[config.mk]
export PLATFORM = sky130hd
export DESIGN_NAME = flash_word_reader
export DESIGN_NICKNAME = d
export VERILOG_FILES = /design/src/rtl/flash_word_reader.sv
export SDC_FILE = /design/constraint.sdc
export NUM_CORES = 1
export LEC_CHECK = 0
export CORE_MARGIN = 2
export CORE_UTILIZATION = 37
export CTS_CLUSTER_DIAMETER = 60
export DETAILED_ROUTE_END_ITERATION = 10
export GPL_TIMING_DRIVEN = 0
export PLACE_DENSITY = 0.8
export SLEW_MARGIN = 10
export SYNTH_ARGS = -nofsm -noshare
export SYNTH_HDL_FRONTEND = slang
export SYNTH_SLANG_ARGS = --single-unit
export TNS_END_PERCENT = 1
[constraint.sdc]
create_clock -name clk -period 1.68 [get_ports clk]
set_clock_uncertainty 0.15 [all_clocks]
set_input_delay 0.252 -clock clk [delete_from_list [all_inputs] [get_ports clk]]
set_output_delay 0.252 -clock clk [all_outputs]
set_load 0.005 [all_outputs]
[src/rtl/flash_word_reader.sv]
`default_nettype none
// ============================================================================
// Module   : flash_word_reader
// Purpose  : Issues one Avalon-MM flash read per start edge and returns the
//            word with a done pulse. A timeout aborts stalled transfers.
// Revision : 1.0 - initial release
// ============================================================================
module flash_word_reader #(
    parameter int ADDR_W  = 23,
    parameter int TIMEOUT = 255
) (
    input  logic              clk,
    input  logic              reset,
    input  logic              start_flag,
    input  logic [23:0]       addr,
    output logic [31:0]       data_in_read,
    output logic              done_read,
    output logic              read_error,
    output logic              busy,
    output logic              flash_mem_read,
    output logic [ADDR_W-1:0] flash_mem_address,
    output logic [3:0]        flash_mem_byteenable,
    output logic [5:0]        flash_mem_burstcount,
    input  logic              flash_mem_waitrequest,
    input  logic [31:0]       flash_mem_readdata,
    input  logic              flash_mem_readdatavalid
);

    localparam logic [1:0] S_IDLE = 2'd0;
    localparam logic [1:0] S_REQ  = 2'd1;
    localparam logic [1:0] S_WAIT = 2'd2;
    localparam logic [1:0] S_DONE = 2'd3;

    // Abort fires on the cycle whose increment would bring the count to TIMEOUT.
    localparam logic [7:0] c_timeout_last = 8'(TIMEOUT - 1);

    logic [1:0] r_state;
    logic       r_start_d;
    logic [7:0] r_cnt;
    logic       w_start_edge;
    logic       w_timeout;

    assign w_start_edge = start_flag & ~r_start_d;
    assign w_timeout    = (r_cnt == c_timeout_last);

    assign flash_mem_byteenable = 4'hF;
    assign flash_mem_burstcount = 6'd1;

    generate
        if (ADDR_W < 24) begin : g_addr_trunc
            logic w_unused_addr_hi;
            assign w_unused_addr_hi = ^addr[23:ADDR_W];
        end
    endgenerate

    always_ff @(posedge clk) begin
        if (reset) begin
            r_state           <= S_IDLE;
            r_start_d         <= 1'b0;
            r_cnt             <= 8'd0;
            data_in_read      <= 32'h0;
            done_read         <= 1'b0;
            read_error        <= 1'b0;
            busy              <= 1'b0;
            flash_mem_read    <= 1'b0;
            flash_mem_address <= '0;
        end else begin
            r_start_d <= start_flag;
            done_read <= 1'b0;
            case (r_state)
                S_IDLE: begin
                    if (w_start_edge) begin
                        flash_mem_address <= addr[ADDR_W-1:0];
                        read_error        <= 1'b0;
                        r_cnt             <= 8'd0;
                        flash_mem_read    <= 1'b1;
                        busy              <= 1'b1;
                        r_state           <= S_REQ;
                    end
                end
                S_REQ: begin
                    r_cnt <= r_cnt + 8'd1;
                    // An acceptance on the final allowed cycle still loses to the abort.
                    if (w_timeout) begin
                        flash_mem_read <= 1'b0;
                        data_in_read   <= 32'h0;
                        read_error     <= 1'b1;
                        done_read      <= 1'b1;
                        r_state        <= S_DONE;
                    end else if (!flash_mem_waitrequest) begin
                        flash_mem_read <= 1'b0;
                        r_state        <= S_WAIT;
                    end
                end
                S_WAIT: begin
                    r_cnt <= r_cnt + 8'd1;
                    if (flash_mem_readdatavalid) begin
                        data_in_read <= flash_mem_readdata;
                        done_read    <= 1'b1;
                        r_state      <= S_DONE;
                    end else if (w_timeout) begin
                        data_in_read <= 32'h0;
                        read_error   <= 1'b1;
                        done_read    <= 1'b1;
                        r_state      <= S_DONE;
                    end
                end
                default: begin
                    busy    <= 1'b0;
                    r_state <= S_IDLE;
                end
            endcase
        end
    end

endmodule
`default_nettype wire

==> impl_results.md, run 1 <==
- Multi-input logic area: 1210 um2
- Setup TNS: 0 ps
- Synth top cells by count: dfxtp_1 (70), nand2_1 (49), a22o_2 (31)
- First-pass GRT wire length: 11.53 mm
- Die W: 90.33 um
- Clk buf depth: 2
- Core area: 7253 um2
- Die Area: 8160 um2
- Post-synth top area cell: dfxtp_1
- WP data arrival: 1760 ps
- CP Capture Type: register
- FF+latch count, synth: 70
- Synth top area cells: dfxtp_1 (51%), a22o_2 (11%), nand2_1 (6.7%)
- Filler Cell Count: 604
- Ys Warns: 0
- FP Rows: 31
- P_leak: 1.700 nW
- Die height: 90.33 um
- Total congestion overflow: 0
- Post-Route WL: 7.143 mm
- Fin. Hold Viols: 0
- Post-synthesis sequential area ratio: 50.82%
- Unique masters post-synth: 36
- Async SR Flop Fraction: 0%
- Routability cong.: 0.8665
- Critical path class: reg -> reg
- DRT Pass-1 Iters: 6
- Antenna cells: 0
- Post-synth EDFFs: 0
- Design area: 4463 um2
- ANT nets after route: 0
- H-tree Lvls: 3
- Final min period: 1675 ps
- Max Transition Viols Final: 0
- Clock Pin Slew Worst Setup and Hold Paths: 80 ps
- RSZ-0062 raised after global routing: yes
- Largest net degree at the start of global routing: 13
- Mapped Cells: 274
- Main synth FF type: dfxtp_1
- Worst setup SP type: register
- CTS tree: yes
- Part of the cycle the worst path needs: 99.71%
- Min-Delay Path Class: in -> reg
- Wire length per cell: 13.82 um
- Setup violators final: 0
- VDD IR max: 0.0007177 V
- Run status: complete, no violations
- CP Launch Point: r_cnt[0]$_SDFFE_PP0P_
- Clock latency on the worst-skew pair: 330 ps
- Initial DRC count: 77
- IO buf count: 118
- Placement Cell Area: 4094 um2
- F_max: 0.5969 GHz
- Sinks on Clock Net: 70
- Worst-path fanout max: 4
- Via count: 2,455
- Synth top area share: 50.82%
- Post-DP HPWL: 5.292 mm
- CTS Buf Count: 9
- Register Area: 1408 um2
- Initial core utilization: 38.02%
- Syn-to-layout area delta: 61.84%
- Post-Syn Area: 2758 um2
- NumNets Final: 480
- Pwr dens: 1127 nW/um2
- IO Pins: 130
- Vias in the first global route: 2,414
- Critical Path RT: 1770 ps
- Fin util: 61.53%
- Max Cap Violations: 0
- Top-count cell post-synth: dfxtp_1
- Layout cells sized above 1: 22.73%
- Initial antenna violation count: 0
- Gr usage total: 17.43%
- Root Driver: clkbuf_8
- Via density: 4.749
- Post-Syn Area per Cell: 10.06 um2
- Reg2reg start: r_cnt[0]$_SDFFE_PP0P_
- DR DRC count: 0
- Launch point of the worst hold path: addr[2]
[report_power, final]
| group | leakage, nW | switching, mW | internal (mW) |
|---|---|---|---|
| combinational | 1.01 | 0.671 | 0.757 |
| sequential | 0.570 | 0.108 | 1.83 |
| clock | 0.120 | 0.632 | 1.03 |
| total | 1.70 | 1.41 | 3.62 |
[stage by stage]
step | cells | setup WS (ps) | hold WS (ps) | total power, mW
floorplan | 282 | 39.28 | 227.5 | 2.642
global placement | 499 | -345.7 | 291.5 | 3.173
detailed placement | 499 | -376.6 | 298.4 | 3.208
CTS | 516 | -10.30 | 289.9 | 5.028
global route | 517 | -56.37 | 288.9 | 5.291
finish | 517 | 4.802 | 304.0 | 5.031
[critical path, cell delays in order, from the launching register on]
cell and delay, ps:
dfxtp_2 340, inv_1 60, ha_1 160, nand3_2 130, o21ai_1 160, mux2_2 350, a221oi_1 240
[layer usage]
| metal | part of all wire, % | vias to the layer above | GRT usage, % |
|---|---|---|---|
| li1 | - | 1209 | - |
| met1 | 43 | 1148 | 20.60 |
| met2 | 50 | 93 | 29.64 |
| met3 | 6.5 | 5 | 6.594 |
| met4 | 0.76 | 0 | 4.872 |
| met5 | 0 | - | 0 |
[worst paths after layout]
check	endpoint	slack (ps)	depth (start not counted)
setup reg to reg	flash_mem_read$_SDFFE_PP0P_	5	6
hold / removal	flash_mem_address[2]$_SDFFE_PP0P_	300	3
setup / recovery	flash_mem_read$_SDFFE_PP0P_	5	6
hold reg to reg	flash_mem_address[20]$_SDFFE_PP0P_	310	2
[placed cells by master, fill, tap and decap left out, types with 10 or more instances in the layout]
master	count
a21oi_1	24
a22o_2	31
buf_4	12
buf_6	10
clkbuf_8	11
clkdlybuf4s50_1	117
conb_1	10
dfxtp_1	65
nand2_1	48
nor2_1	12
[kinds of logic after synthesis]
family	after synthesis	synth area share, %
xor gates and xnor gates	7	2.223
buffers and inverters	35	8.530
AOI/OAI and AO/OA	76	22.55
DFF	70	50.82
adders and majority gates	6	2.722
and+or+nand+nor	75	11.75
muxes	3	1.134
other	2	0.2723
[registers in the layout, indices dropped and copies added (netlist names)]
name	count
flash_mem_read	1
data_in_read	32
r_state	2
busy	1
r_start_d	1
done_read	1
read_error	1
r_cnt	8
flash_mem_address	23
[what timing repair did]
item / CTS / global route
buffers inserted: 1 / 1
endpoints found under the setup margin: 65 / 62
gates resized for setup: 18 / 14
hold buffers: 0 / 0
pin swaps: 3 / 2
[layout make-up]
class | count | area share [%]
Sequential cell | 70 | 31.54
Timing Repair Buffer | 120 | 27.14
Multi-Input combinational cell | 177 | 27.11
Buffer | 26 | 5.130
Clock buffer | 11 | 3.168
Tap cell | 99 | 2.775
Clock inverter | 5 | 2.383
Inverter | 9 | 0.7569
(Power assumes the default switching activity.)
==> inputs of run 2 (changes only) <==
CORE_UTILIZATION = 25   (was 37)
CTS_CLUSTER_SIZE = 14   (was default)
PLACE_DENSITY = 0.59   (was 0.8)
==> run 2 against run 1 <==
Against the previous run: the run now ends with negative setup slack left; largest cell class unchanged; flip-flop and latch count stayed put; wire length rose by 1.6%; setup slack worse by 6.4 ps; non-clock buffer count rose by 1; count of clock-buffer cells in the layout decreased by 1; critical endpoint is now data_in_read[13]$_SDFFE_PP0N_; design area increased by 0.56%; clock power is 20% lower; power decreased by 6.0%; die area grew 46%; register-to-register slack hardly changed; via count is essentially flat; combinational power is 3% higher.
==> impl_results.md, run 2 (synthesis results as in run 1) <==
- Run status: complete, but fails checks
- Failing checks: negative setup slack
- IO Pins: 130
- FP Rows: 38
- Most flops, register: data_in_read
- Part of the cycle the worst path needs: 100.1%
- Sw Ratio: 30.38%
- CP Launch Point: r_cnt[3]$_SDFFE_PP0P_
- Root Driver: clkbuf_8
- Via count: 2,456
- Core area: 10,790 um2
- Pwr dens: 1054 nW/um2
- Setup WS pre-CTS: -418.5 ps
- Finished Layout Cells: 558
- Initial core utilization: 25.55%
- Seq pwr share: 41.1%
- CP endpoint: data_in_read[13]$_SDFFE_PP0N_
- Via density: 4.401
- Max Cap Violations: 0
- IO buf count: 118
- Sinks on Clock Net: 70
- Worst-path fanout max: 10
- Final min period: 1682 ps
- Initial DRC count: 126
- Antenna cells: 0
- Total congestion overflow: 0
- Fin. Hold Viols: 0
- Worst r2r path cells: 5
- Placement Cell Area: 4145 um2
- Max Transition Viols Final: 0
- Vias in the first global route: 2,448
- Clk buf depth: 2
- Share of total power in the clock network: 27.9%
- CTS Buf Count: 9
- Setup violators final: 2
- ANT nets after route: 0
- First-pass GRT wire length: 11.35 mm
- VDD IR max: 0.0004140 V
- Most common cell after layout, fill and taps aside: clkdlybuf4s50_1
- Layout cells sized above 1: 24.40%
- Routability cong.: 0.7539
- CP Capture Type: register
- Setup slack after layout: -1.617 ps
- WP data arrival: 1750 ps
- RSZ-0062 raised after global routing: yes
- Min-Delay Path Class: in -> reg
- Initial antenna violation count: 0
- Die Area: 11,890 um2
- Flop2flop setup slack: -2 ps
- Power, Total: 4.732 mW
- Critical path class: reg -> reg
- Die W: 109.0 um
- NumNets Final: 481
- DR DRC count: 0
- Net Sw Power: 1.438 mW
- Wire length per cell: 13.01 um
- Design area: 4488 um2
- Gr usage total: 12.18%
- Clock Pin Slew Worst Setup and Hold Paths: 80 ps
- Clock latency on the worst-skew pair: 340 ps
- Inst Count DP: 540
- Largest net degree at the start of global routing: 13
- Post-Route WL: 7.258 mm
- CTS tree: yes
- Critical Path RT: 1750 ps
- R2R Path End: data_in_read[13]$_SDFFE_PP0N_
- DRT Pass-1 Iters: 4
- Post-DP HPWL: 5.295 mm
- P_leak: 1.670 nW
- P_int: 3.294 mW
- Die height: 109.0 um
- Most frequent cells in the layout: clkdlybuf4s50_1 (118), dfxtp_1 (66), nand2_1 (48), a22o_2 (31), a21oi_1 (22)
- Syn-to-layout area delta: 62.75%
- Hold_buf cts: 0
- Biggest registers after layout: data_in_read x32, flash_mem_address x23, r_cnt x8
- Combinational share of power: 31.0%
- Worst setup SP type: register
- H-tree Lvls: 3
- Reg2reg start: r_cnt[3]$_SDFFE_PP0P_
- Hold Path Depth: 3
- F_max: 0.5947 GHz
- Max reg flops: 32
==> run 2: critical path, stage by stage (launching register included) <==
cell	delay (ps)
dfxtp_1	480
nand4_4	190
o21ai_2	220
a21oi_4	110
buf_6	160
a22o_2	250
==> run 2: how the worst min path moves through the flow <==
| stage | startpoint | end |
|---|---|---|
| after floorplan | flash_mem_readdata[26] | data_in_read[26]$_SDFFE_PP0N_ |
| after global placement | flash_mem_address[3]$_SDFFE_PP0P_ | flash_mem_address[3]$_SDFFE_PP0P_ |
| after detailed placement | flash_mem_address[9]$_SDFFE_PP0P_ | flash_mem_address[9]$_SDFFE_PP0P_ |
| after CTS | addr[7] | flash_mem_address[7]$_SDFFE_PP0P_ |
| after global routing | addr[11] | flash_mem_address[11]$_SDFFE_PP0P_ |
| final | addr[11] | flash_mem_address[11]$_SDFFE_PP0P_ |
==> run 2: per-layer routing <==
metal	share of wire [%]	GRT usage [%]	routed length [um]
met2	46	19.48	3317
met3	7.1	3.527	517
met1	46	15.40	3313
met4	1.5	4.853	110
met5	0	0	0
==> run 2: power groups by stage <==
stage               logic [mW]  clock network (mW)  registers [mW]
finish                    1.47                1.32            1.95
global route              1.62                1.45            1.97
CTS                       1.41                1.39            1.94
detailed placement        1.25                   0            1.97
global placement          1.23                   0            1.96
floorplan                0.678                   0            1.96
==> run 2: final cells by class <==
class,count,area [um2]
Buffer,26,232.7
Clock buffer,10,127.6
Clock inverter,5,61.31
Fill cell,1079,6305
Inverter,9,33.78
Multi-Input combinational cell,177,1245
Sequential cell,70,1409
Tap cell,140,175.2
Timing Repair Buffer,121,1204
==> run 2: what timing repair did <==
action | 4_1_cts | 5_1_grt
resized for setup | 22 | 23
buffers inserted | 3 | 0
setup endpoints to repair | 64 | 60
pin swaps | 2 | 3
==> run 2: per-stage QoR <==
stage / hold slack, ps / util (%) / setup TNS, ps
final: 303.0 / 41.58 / -1.805
after global routing: 300.2 / 41.58 / -1523
after CTS: 286.6 / 40.96 / -30.89
after detailed placement: 296.9 / 38.41 / -17800
after global placement: 292.8 / 38.41 / -17100
after floorplan: 227.5 / - / 0
